==> src/rtl/fibo_engine.sv <==
// fibo_engine -- iterative Fibonacci / Lucas term generator.
//
// A single accepted Start loads the two seeds of the selected sequence and
// the requested index, then advances the pair (a, b) once per clock until
// the index counter reaches zero. At that point a holds the requested term;
// it is copied to Result and Done pulses for one cycle.
//
// Ports:
//   Clk      system clock, rising edge
//   Rst      asynchronous active-low reset
//   Start    request one term (only looked at while idle)
//   Clr      synchronous abort back to idle, wins over Start
//   Mode     0 = Fibonacci (seeds 0,1), 1 = Lucas (seeds 2,1)
//   N        index of the requested term
//   Result   requested term modulo 2^WIDTH, held until the next Done
//   Done     one-cycle pulse, Result/Overflow valid
//   Busy     high while a request is in flight
//   Overflow sticky: the true term did not fit in WIDTH bits
module fibo_engine #(
  parameter int WIDTH = 16,
  parameter int CNT_W = 6
) (
  input  logic             Clk,
  input  logic             Rst,
  input  logic             Start,
  input  logic             Clr,
  input  logic             Mode,
  input  logic [CNT_W-1:0] N,
  output logic [WIDTH-1:0] Result,
  output logic             Done,
  output logic             Busy,
  output logic             Overflow
);

  typedef enum logic [1:0] {
    IDLE = 2'd0,
    CALC = 2'd1,
    DONE = 2'd2
  } state_t;

  state_t           state;
  state_t           state_nxt;
  logic [WIDTH-1:0] a;
  logic [WIDTH-1:0] b;
  logic [CNT_W-1:0] cnt;
  logic [WIDTH-1:0] sum;
  logic             carry;
  logic             start_acc;
  logic             step;
  logic             finish;

  // Unsigned add that wraps modulo 2^WIDTH and exposes the carry out.
  function automatic logic [WIDTH:0] add_wrap(input logic [WIDTH-1:0] x,
                                              input logic [WIDTH-1:0] y);
    return {1'b0, x} + {1'b0, y};
  endfunction

  assign {carry, sum} = add_wrap(a, b);
  assign Busy         = (state != IDLE);

  always_ff @(posedge Clk or negedge Rst) begin
    if (!Rst) begin
      state <= IDLE;
    end else begin
      state <= state_nxt;
    end
  end

  always_comb begin
    state_nxt = state;
    start_acc = 1'b0;
    step      = 1'b0;
    finish    = 1'b0;
    if (Clr) begin
      state_nxt = IDLE;
    end else begin
      case (state)
        IDLE: begin
          if (Start) begin
            start_acc = 1'b1;
            state_nxt = CALC;
          end
        end
        CALC: begin
          if (cnt != '0) begin
            step = 1'b1;
          end else begin
            finish    = 1'b1;
            state_nxt = DONE;
          end
        end
        DONE:    state_nxt = IDLE;
        default: state_nxt = IDLE;
      endcase
    end
  end

  // Datapath. After k steps, a = term(k) and b = term(k+1). The step taken
  // with cnt == 1 produces term(N+1), which is never reported, so its carry
  // must not flag Overflow.
  always_ff @(posedge Clk or negedge Rst) begin
    if (!Rst) begin
      a        <= '0;
      b        <= '0;
      cnt      <= '0;
      Result   <= '0;
      Overflow <= 1'b0;
      Done     <= 1'b0;
    end else begin
      Done <= finish;
      if (start_acc) begin
        a        <= Mode ? WIDTH'(2) : '0;
        b        <= WIDTH'(1);
        cnt      <= N;
        Overflow <= 1'b0;
      end else if (step) begin
        a   <= b;
        b   <= sum;
        cnt <= cnt - CNT_W'(1);
        if (carry && (cnt > CNT_W'(1))) begin
          Overflow <= 1'b1;
        end
      end else if (finish) begin
        Result <= a;
      end
    end
  end

endmodule

==> config.mk <==
export PLATFORM = sky130hd
export DESIGN_NAME = fibo_engine
export DESIGN_NICKNAME = d
export VERILOG_FILES = /design/src/rtl/fibo_engine.sv
export SDC_FILE = /design/constraint.sdc
export NUM_CORES = 1
export LEC_CHECK = 0
export CAP_MARGIN = 30
export CORE_MARGIN = 2
export CORE_UTILIZATION = 50
export CTS_BUF_LIST = sky130_fd_sc_hd__clkbuf_4 sky130_fd_sc_hd__clkbuf_8 sky130_fd_sc_hd__clkbuf_16
export CTS_CLUSTER_SIZE = 10
export DETAILED_ROUTE_END_ITERATION = 6
export GPL_TIMING_DRIVEN = 0
export PLACE_DENSITY = 0.74
export SLEW_MARGIN = 10
export SYNTH_ARGS = -nofsm -noshare
export SYNTH_HDL_FRONTEND = slang
export SYNTH_SLANG_ARGS = --single-unit
==> constraint.sdc <==
create_clock -name Clk -period 2.1 [get_ports Clk]
set_input_delay 0.315 -clock Clk [delete_from_list [all_inputs] [get_ports Clk]]
set_output_delay 0.315 -clock Clk [all_outputs]
set_load 0.01 [all_outputs]
# Word-level counts from Yosys, hierarchy flattened
# Index checks and enable logic that the tools add are counted.
dict set report totals {
  input_bits 11
  regBits 58
  wordCells 47
  output_inout_bits 19
}
dict set report op_classes {
  bitwise_logic 2
  addsub 2
  n_reduce_logical 9
  n_eq_ne 3
  magnitude_cmp 1
  n_mux 23
}
# cell count
set ops {}
lappend ops {{16-bit two-way mux} 4}
lappend ops {{16-bit by 16-bit adder with 17-bit output} 1}
lappend ops {{1-bit two-way mux} 12}
lappend ops {{6-bit two-way mux} 2}
lappend ops {{2-bit two-way mux} 4}
lappend ops {{6-bit by 1-bit greater-than comparator with 1-bit output (second input constant)} 1}
lappend ops {{3-bit inequality test (second input constant)} 2}
lappend ops {{2-bit nonzero test} 3}
lappend ops {{6-bit nonzero test} 1}
lappend ops {{6-bit by 1-bit subtractor with 6-bit output (second input constant)} 1}
lappend ops {{2-bit one-hot mux with 2 select lines} 1}
lappend ops {{2-bit AND reduction} 2}
lappend ops {{3-bit AND reduction} 1}
lappend ops {{2-bit by 1-bit == test with 1-bit output (second input constant)} 1}
lappend ops {{2-bit zero test} 1}
lappend ops {{1-bit NOT} 2}
lappend ops {{1-bit logical AND} 1}

# Logic depth before layout (Yosys ltp)
# Gate-level depths: netlist of run 1.
dict set report depth {
  depth_word 6
  ltp_mapped 9
  ltp_nobuf 9
}

# Worst setup path before layout of run 1
# OpenSTA, ideal clock, no wires.
dict set report synth_timing {
  path_type {register to register}
  startpoint {register a[0]}
  endpoint {register b[14]}
  setup_time_ns 0.123
  setup_slack_ns 0.068
  path_stages_with_launch 10
  synth_period_minus_slack_ns 2.032
  arrival_time_ns 1.909
  required_time_ns 1.977
  n_path_buf 0
  path_cell_list {dfrtp_1 -> ha_1 -> inv_1 -> fa_1 -> nand2b_1 -> a21oi_2 -> a2111oi_2 -> o31ai_2 -> xnor2_1 -> o21ai_1}
}
dict set report synth_via {
  elab_chain_cells 3
}
# item line
set synth_lines {}
lappend synth_lines {{start: declaration} 43} ;# logic [WIDTH-1:0] a;
lappend synth_lines {{start signal: assignment} 112} ;# a <= Mode ? WIDTH'(2) : '0;
lappend synth_lines {{16-bit by 16-bit adder with 17-bit output} 55} ;# return {1'b0, x} + {1'b0, y};
lappend synth_lines {{16-bit two-way mux} 116} ;# end else if (step) begin
lappend synth_lines {{16-bit two-way mux} 111} ;# if (start_acc) begin
lappend synth_lines {{end signal: assignment} 118} ;# b <= sum;
lappend synth_lines {{end: declaration} 44} ;# logic [WIDTH-1:0] b;
# Every way passes these cells. The select of a mux whose other input is x is not followed.
# A chain may end at the register's enable or synchronous reset.

# Worst setup path in the final report of run 1
dict set report layout_timing {
  startpoint {register b[0]}
  endpoint {register b[8]}
}
dict set report layout_via {
  elab_chain_cells 3
}
# item line
set layout_lines {}
lappend layout_lines {{16-bit by 16-bit adder with 17-bit output} 55}
lappend layout_lines {{16-bit two-way mux} 116}
lappend layout_lines {{16-bit two-way mux} 111}
# Every way passes these cells. The select of a mux whose other input is x is not followed.

==> results.py, run 1 <==
metrics = {
    "run_status": {
        "status": "finished, final reports clean",
    },
    "logic_synthesis": {
        "yosysMostFrequentCell": "nand2_1",
        "async_flop_share": 1.000,
        "yosys_warnings": 0,
        "synth_area_leaders": "dfrtp_1, nand2_1, ha_1",
        "synth_edf_count": 0,
        "synth_fp_nets": 376,
        "synth_area_um2": 3125,
        "synth-seq-cells": 58,
        "ys_seq_area_frac": 0.4644,
        "yosys.area.top_type_share": 0.4644,
        "yosys-top-cells-count": "nand2_1, dfrtp_1, o21ai_0",
        "syn_inst": 345,
        "synth_ff_type": "dfrtp_1",
        "synth_area_leader_cell": "dfrtp_1",
        "ys_types": 47,
        "syn_area_per_cell_um2": 9.059,
    },
    "floorplan": {
        "die_h_um": 83.07,
        "initial_core_util": 0.5217,
        "rows": 28,
        "core-area_um2": 5991,
        "chipWidth_um": 83.07,
        "ios": 30,
        "fp.dieArea_um2": 6900,
    },
    "timing": {
        "fmax_mhz": 485.4,
        "slew_headroom": 0.5216,
        "worst_pin_slew_ns": 0.7177,
        "finalClockSkew_ns": 0.008219,
        "hold_viol_final": 0,
        "layout_setup_ws_ns": 0.03963,
        "finalSetupViolCount": 0,
        "fin_crit_sh": 0.9811,
        "rsz0062_at_grt": "yes",
        "slew_violations": 0,
        "fin_crit_ns": 2.060,
    },
    "final_layout": {
        "multi_input_area_um2": 1639,
        "regArea_um2": 1451,
        "diodes": 0,
        "syn2layout_area_growth_pct": 23.42,
        "final_layout_size_suffix_gt1_frac": 0.1621,
        "final_area_um2": 3857,
        "fillers": 483,
        "fin_nets": 428,
    },
    "critical_path": {
        "startpoint": "b[0]$_DFFE_PN0P_",
        "critPathMaxStageDelay_ns": 0.36,
        "critPathLaunchType": "flip-flop",
        "crit_path_top_delay_cell": "dfrtp_1",
        "crit_chain": "ha_2, inv_2, fa_2, nand2b_4, a21oi_4, buf_6, a311o_1, a21oi_2, xor2_1, o21ai_1",
        "timing.rr.start": "b[0]$_DFFE_PN0P_",
        "crit_arrival_ns": 2.28,
        "crit_buf_inv": 2,
        "path_delay_family": "adder cells",
        "crit_type": "flip-flop to flip-flop",
        "crit_path_end_kind": "flip-flop",
        "crit_fanout": 4,
        "crit_required_ns": 2.32,
    },
    "clock_network": {
        "cts-buffers-inserted": 9,
        "cts_num_sinks": 58,
        "clkTransAtPathRegs_ns": 0.06,
        "holdBufCountCts": 0,
        "root_buffer": "clkbuf_8",
        "cts_tree": "yes",
        "cts_buffer_depth": 2,
        "htree_levels": 3,
        "clkLatencyLatePin_ns": 0.34,
    },
    "grt": {
        "antenna_found_initial": 0,
        "grt_pass1_wl_mm": 12.12,
        "grt_overflow_total": 0,
        "track_usage": 0.2197,
        "grt_pass1_vias": 2598,
        "grt_max_degree": 59,
    },
    "min_path": {
        "hold_path.class": "input pin to asynchronous set/reset pin",
    },
    "drt": {
        "first_iter_violations": 132,
        "drc_errors": 0,
        "num_vias": 2602,
        "ant_nets": 0,
        "drt_wl_total_mm": 7.039,
        "first_pass_iters": 4,
        "post_drt_wl_per_cell_um": 14.79,
        "avgViaCountPerCell": 5.466,
    },
    "placed_design": {
        "dpl_cell_area_um2": 3507,
        "io_buffer_count": 29,
        "hpwl_mm": 4.789,
        "gp_congestion": 0.8651,
        "pre_cts_ws_ns": -0.2132,
    },
    "power": {
        "p_leak_uw": 0.001755,
        "vdd_drop_max_uv": 542.9,
        "power.density_nw_per_um2": 828.1,
    },
    "run": {
        "maxCapViolations": 0,
    },
}
==> through the flow <==
stage,total power [uW],TNS (ns),hold slack [ns],util,cells
floorplan,1859,0,0.01941,-,345
global placement,2072,-64.51,0.4575,0.5858,449
detailed placement,2104,-2.237,0.4219,0.5854,449
CTS,3153,-0.002990,0.05820,0.6272,468
global route,3385,-0.2294,0.1022,0.6439,476
finish,3194,0,0.01855,0.6439,476
==> power breakdown <==
part	switching, uW	internal [uW]	total [uW]
clock network	407	596	1000
logic	456	362	818
registers	124	1250	1370
total	987	2210	3190
==> cells by family (layout without fill, tap and decap cells) <==
family                     count (synthesis)  count (layout)  synth area share
buffers and inverters                     23              79           0.03123
adders and majority gates                 20              20           0.08247
and+or+nand+nor                          146             146            0.2150
AOI/OAI and AO/OA                         86              86            0.1733
xor gates and xnor gates                  12              12           0.03363
DFF                                       58              58            0.4644
==> cell usage in the layout (no fill, tap or decap), drive strengths merged, types with 5 or more instances in the layout <==
cell type      instances
nor2                  13
clkdlybuf4s50         28
clkbuf                17
xnor2                  6
ha                    19
inv                   11
nand3                 20
dfrtp                 58
a21oi                 12
nand2b                 5
o21ai                 47
buf                   20
nor3                   7
xor2                   6
nand2                 92
==> routing by layer <==
metal | vias to the layer above | GRT usage | routed length [um]
met3 | 18 | 0.03579 | 278
met1 | 1235 | 0.2938 | 3358
met4 | 0 | 0.09538 | 196
met5 | - | 0 | 0
li1 | 1299 | - | -
met2 | 50 | 0.3534 | 3205
==> layout make-up <==
cell class                      instances  share of cell area
Multi-Input combinational cell        264              0.4249
Sequential cell                        58              0.3763
Timing Repair Buffer                   41             0.09893
Clock buffer                           12             0.03957
Tap cell                               75             0.02433
Buffer                                 12             0.01492
Inverter                               11             0.01070
Clock inverter                          3             0.01038
==> path summary, 6_finish.rpt <==
check	cells after the start	to	slack (ns)
worst min register to register	2	Result[3]$_DFFE_PN0P_	0.47
max in group asynchronous	1	a[11]$_DFFE_PN0P_	1.58
worst max-delay path	10	b[8]$_DFFE_PN0P_	0.04
worst max register to register	10	b[8]$_DFFE_PN0P_	0.04
min in group Clk	2	Result[3]$_DFFE_PN0P_	0.47
worst min-delay path	1	cnt[4]$_DFFE_PN0P_	0.02
==> what timing repair did <==
| item | in CTS | in global routing |
|---|---|---|
| pin swaps | 5 | 8 |
| resized for setup | 8 | 13 |
| cloned | 0 | 0 |
| setup endpoints to repair | 5 | 11 |
| buffers inserted | 4 | 8 |
==> worst register-to-register path, stage by stage (launching register included) <==
cell and delay (ns):
dfrtp_1 0.36, ha_2 0.22, inv_2 0.04, fa_2 0.34
nand2b_4 0.17, a21oi_4 0.21, buf_6 0.13, a311o_1 0.17
a21oi_2 0.07, xor2_1 0.15, o21ai_1 0.09
==> registers in the layout, indices dropped and copies added, names as in the netlist <==
| register | cells |
|---|---|
| b | 16 |
| a | 16 |
| Done | 1 |
| Overflow | 1 |
| Result | 16 |
| cnt | 6 |
| state | 2 |
Power figures use the tool's default switching activity.
==> inputs of run 2 (changes only) <==
CORE_ASPECT_RATIO = 0.5   (was unset)
SKIP_LAST_GASP = 1   (was unset)
==> run 2 against run 1 <==
Effect of this change:
- core utilization increased by 1.6 points
- register-to-register slack hardly changed
- sequential share of layout area is 1.3 points lower
- count of clock-buffer cells in the layout decreased by 1
- final cell count grew 2.7%
- sequential power barely moved
- die area is 0.55% higher
- cell area rose by 3.6%
- fmax shrank 0.71%
- clock power up 48%
- critical endpoint is now b[14]$_DFFE_PN0P_
- routed wire length increased by 5.1%
- worst setup slack got worse by 0.015 ns
==> results.py, run 2 (synthesis results as in run 1) <==
metrics = {
    "critical_path": {
        "crit_path_top_delay_cell": "dfrtp_1",
        "crit_arrival_ns": 2.27,
        "crit_fanout": 3,
        "cp.depth": 10,
        "critPathLaunchType": "flip-flop",
        "crit_path_end_kind": "flip-flop",
        "critPathMaxStageDelay_ns": 0.39,
        "crit_buf_inv": 2,
        "crit_type": "flip-flop to flip-flop",
        "rr_worst_depth": 10,
        "path_delay_family": "compound AO/OA/AOI/OAI gates",
        "crit_chain": "ha_4, inv_1, fa_2, nand2b_4, a21oi_4, a2111oi_2, buf_4, o31ai_4, xnor2_1, o21ai_1",
        "crit_required_ns": 2.30,
    },
    "placed_design": {
        "gp_congestion": 0.9321,
        "pre_cts_ws_ns": -0.2086,
        "hpwl_mm": 4.879,
        "place_inst": 463,
        "io_buffer_count": 29,
        "dpl_cell_area_um2": 3541,
    },
    "grt": {
        "grt_pass1_vias": 2537,
        "grt_overflow_total": 0,
        "antenna_found_initial": 0,
        "grt_pass1_wl_mm": 12.05,
        "grt_max_degree": 38,
        "track_usage": 0.2305,
    },
    "power": {
        "p_sw_frac": 0.2983,
        "pwr-share-clk": 0.402,
        "pwr-share-seq": 0.377,
        "power.density_nw_per_um2": 920.5,
        "p_leak_uw": 0.001800,
        "switching_power_uw": 1097,
        "vdd_drop_max_uv": 543.7,
        "combPwrFrac": 0.221,
        "internal_power_uw": 2581,
    },
    "final_layout": {
        "fillers": 493,
        "final_common_cell": "nand2_1",
        "largestRegisters": "Result (16), a (16), b (16)",
        "syn2layout_area_growth_pct": 27.86,
        "stdcell_count": 489,
        "utilization": 0.6599,
        "fin_nets": 427,
        "diodes": 0,
        "final_area_um2": 3996,
        "mostFrequentLayoutCells": "nand2_1, dfrtp_1, o21ai_0",
        "final_layout_size_suffix_gt1_frac": 0.1571,
    },
    "clock_network": {
        "root_buffer": "clkbuf_16",
        "cts-buffers-inserted": 9,
        "htree_levels": 3,
        "clkLatencyLatePin_ns": 0.33,
        "cts_tree": "yes",
        "clkTransAtPathRegs_ns": 0.05,
        "cts_num_sinks": 58,
        "cts_buffer_depth": 2,
    },
    "drt": {
        "first_iter_violations": 190,
        "drc_errors": 0,
        "first_pass_iters": 5,
        "drt_wl_total_mm": 7.396,
        "post_drt_wl_per_cell_um": 15.12,
        "avgViaCountPerCell": 5.554,
        "ant_nets": 0,
        "num_vias": 2716,
    },
    "floorplan": {
        "die_h_um": 59.91,
        "core-area_um2": 6056,
        "rows": 20,
        "ios": 30,
        "fp.dieArea_um2": 6938,
        "initial_core_util": 0.5161,
        "chipWidth_um": 115.8,
    },
    "run_status": {
        "status": "finished, final reports clean",
    },
    "timing": {
        "slew_violations": 0,
        "fin_crit_sh": 0.9882,
        "hold_viol_final": 0,
        "finalSetupViolCount": 0,
        "fin_crit_ns": 2.075,
        "rsz0062_at_grt": "yes",
        "worst_pin_slew_ns": 0.6860,
        "layout_setup_ws_ns": 0.02485,
        "finalSetupTns_ns": 0,
        "finalClockSkew_ns": 0.006086,
        "slew_headroom": 0.5407,
        "fmax_mhz": 481.9,
    },
    "min_path": {
        "hold_path.class": "flip-flop to flip-flop",
        "worstHoldPathCells": 2,
    },
    "run": {
        "maxCapViolations": 0,
    },
}
## run 2: final cells by class
cell class	instances	area, um2	area share
Tap cell	88	110.1	0.02755
Timing Repair Buffer	40	382.9	0.09580
Buffer	12	56.30	0.01409
Inverter	11	41.29	0.01033
Multi-Input combinational cell	264	1649	0.4126
Clock inverter	5	52.55	0.01315
Sequential cell	58	1451	0.3632
Clock buffer	11	252.7	0.06324
## run 2: path summary, 6_finish.rpt
check                                       start  slack (ns)                      to
setup reg to reg                 b[0]$_DFFE_PN0P_        0.02       b[14]$_DFFE_PN0P_
min in group asynchronous                     Rst        0.52   Result[2]$_DFFE_PN0P_
hold / removal             Result[10]$_DFFE_PN0P_        0.47  Result[10]$_DFFE_PN0P_
setup / recovery                 b[0]$_DFFE_PN0P_        0.02       b[14]$_DFFE_PN0P_
max in group asynchronous                     Rst        0.98   Result[5]$_DFFE_PN0P_
hold reg to reg            Result[10]$_DFFE_PN0P_        0.47  Result[10]$_DFFE_PN0P_
## run 2: repair_timing
action,4_1_cts,5_1_grt
setup endpoints to repair,5,9
hold buffers,1,0
gates resized for setup,7,12
pin swaps,3,8
endpoints found under the hold margin,21,0
buffers inserted,3,6
## run 2: metrics by stage
| step | hold slack [ns] | total power (uW) |
|---|---|---|
| 2_1_floorplan | 0.01941 | 1859 |
| 3_3_place_gp | 0.4557 | 2079 |
| 3_5_place_dp | 0.3177 | 2117 |
| 4_1_cts | 0.4745 | 3650 |
| 5_1_grt | 0.4850 | 3859 |
| 6_report | 0.4699 | 3678 |
## run 2: metal layers
metal	track usage	share of wire	vias to the layer above
met5	0	0	-
met4	0.08333	0.013	0
met3	0.07099	0.066	12
met2	0.3709	0.47	83
met1	0.2995	0.45	1314
li1	-	-	1307
## run 2: power by group through the flow
stage	Combinational [uW]	Sequential, uW	Clock, uW
finish	814	1390	1480
global route	899	1400	1560
CTS	777	1380	1500
detailed placement	717	1400	0
global placement	688	1390	0
floorplan	477	1380	0
## run 2: worst register-to-register path, stage by stage (launching register included)
cell       delay, ns
dfrtp_1         0.39
ha_4            0.16
inv_1           0.05
fa_2            0.35
nand2b_4        0.17
a21oi_4         0.16
a2111oi_2       0.09
buf_4           0.16
o31ai_4         0.20
xnor2_1         0.15
o21ai_1         0.09
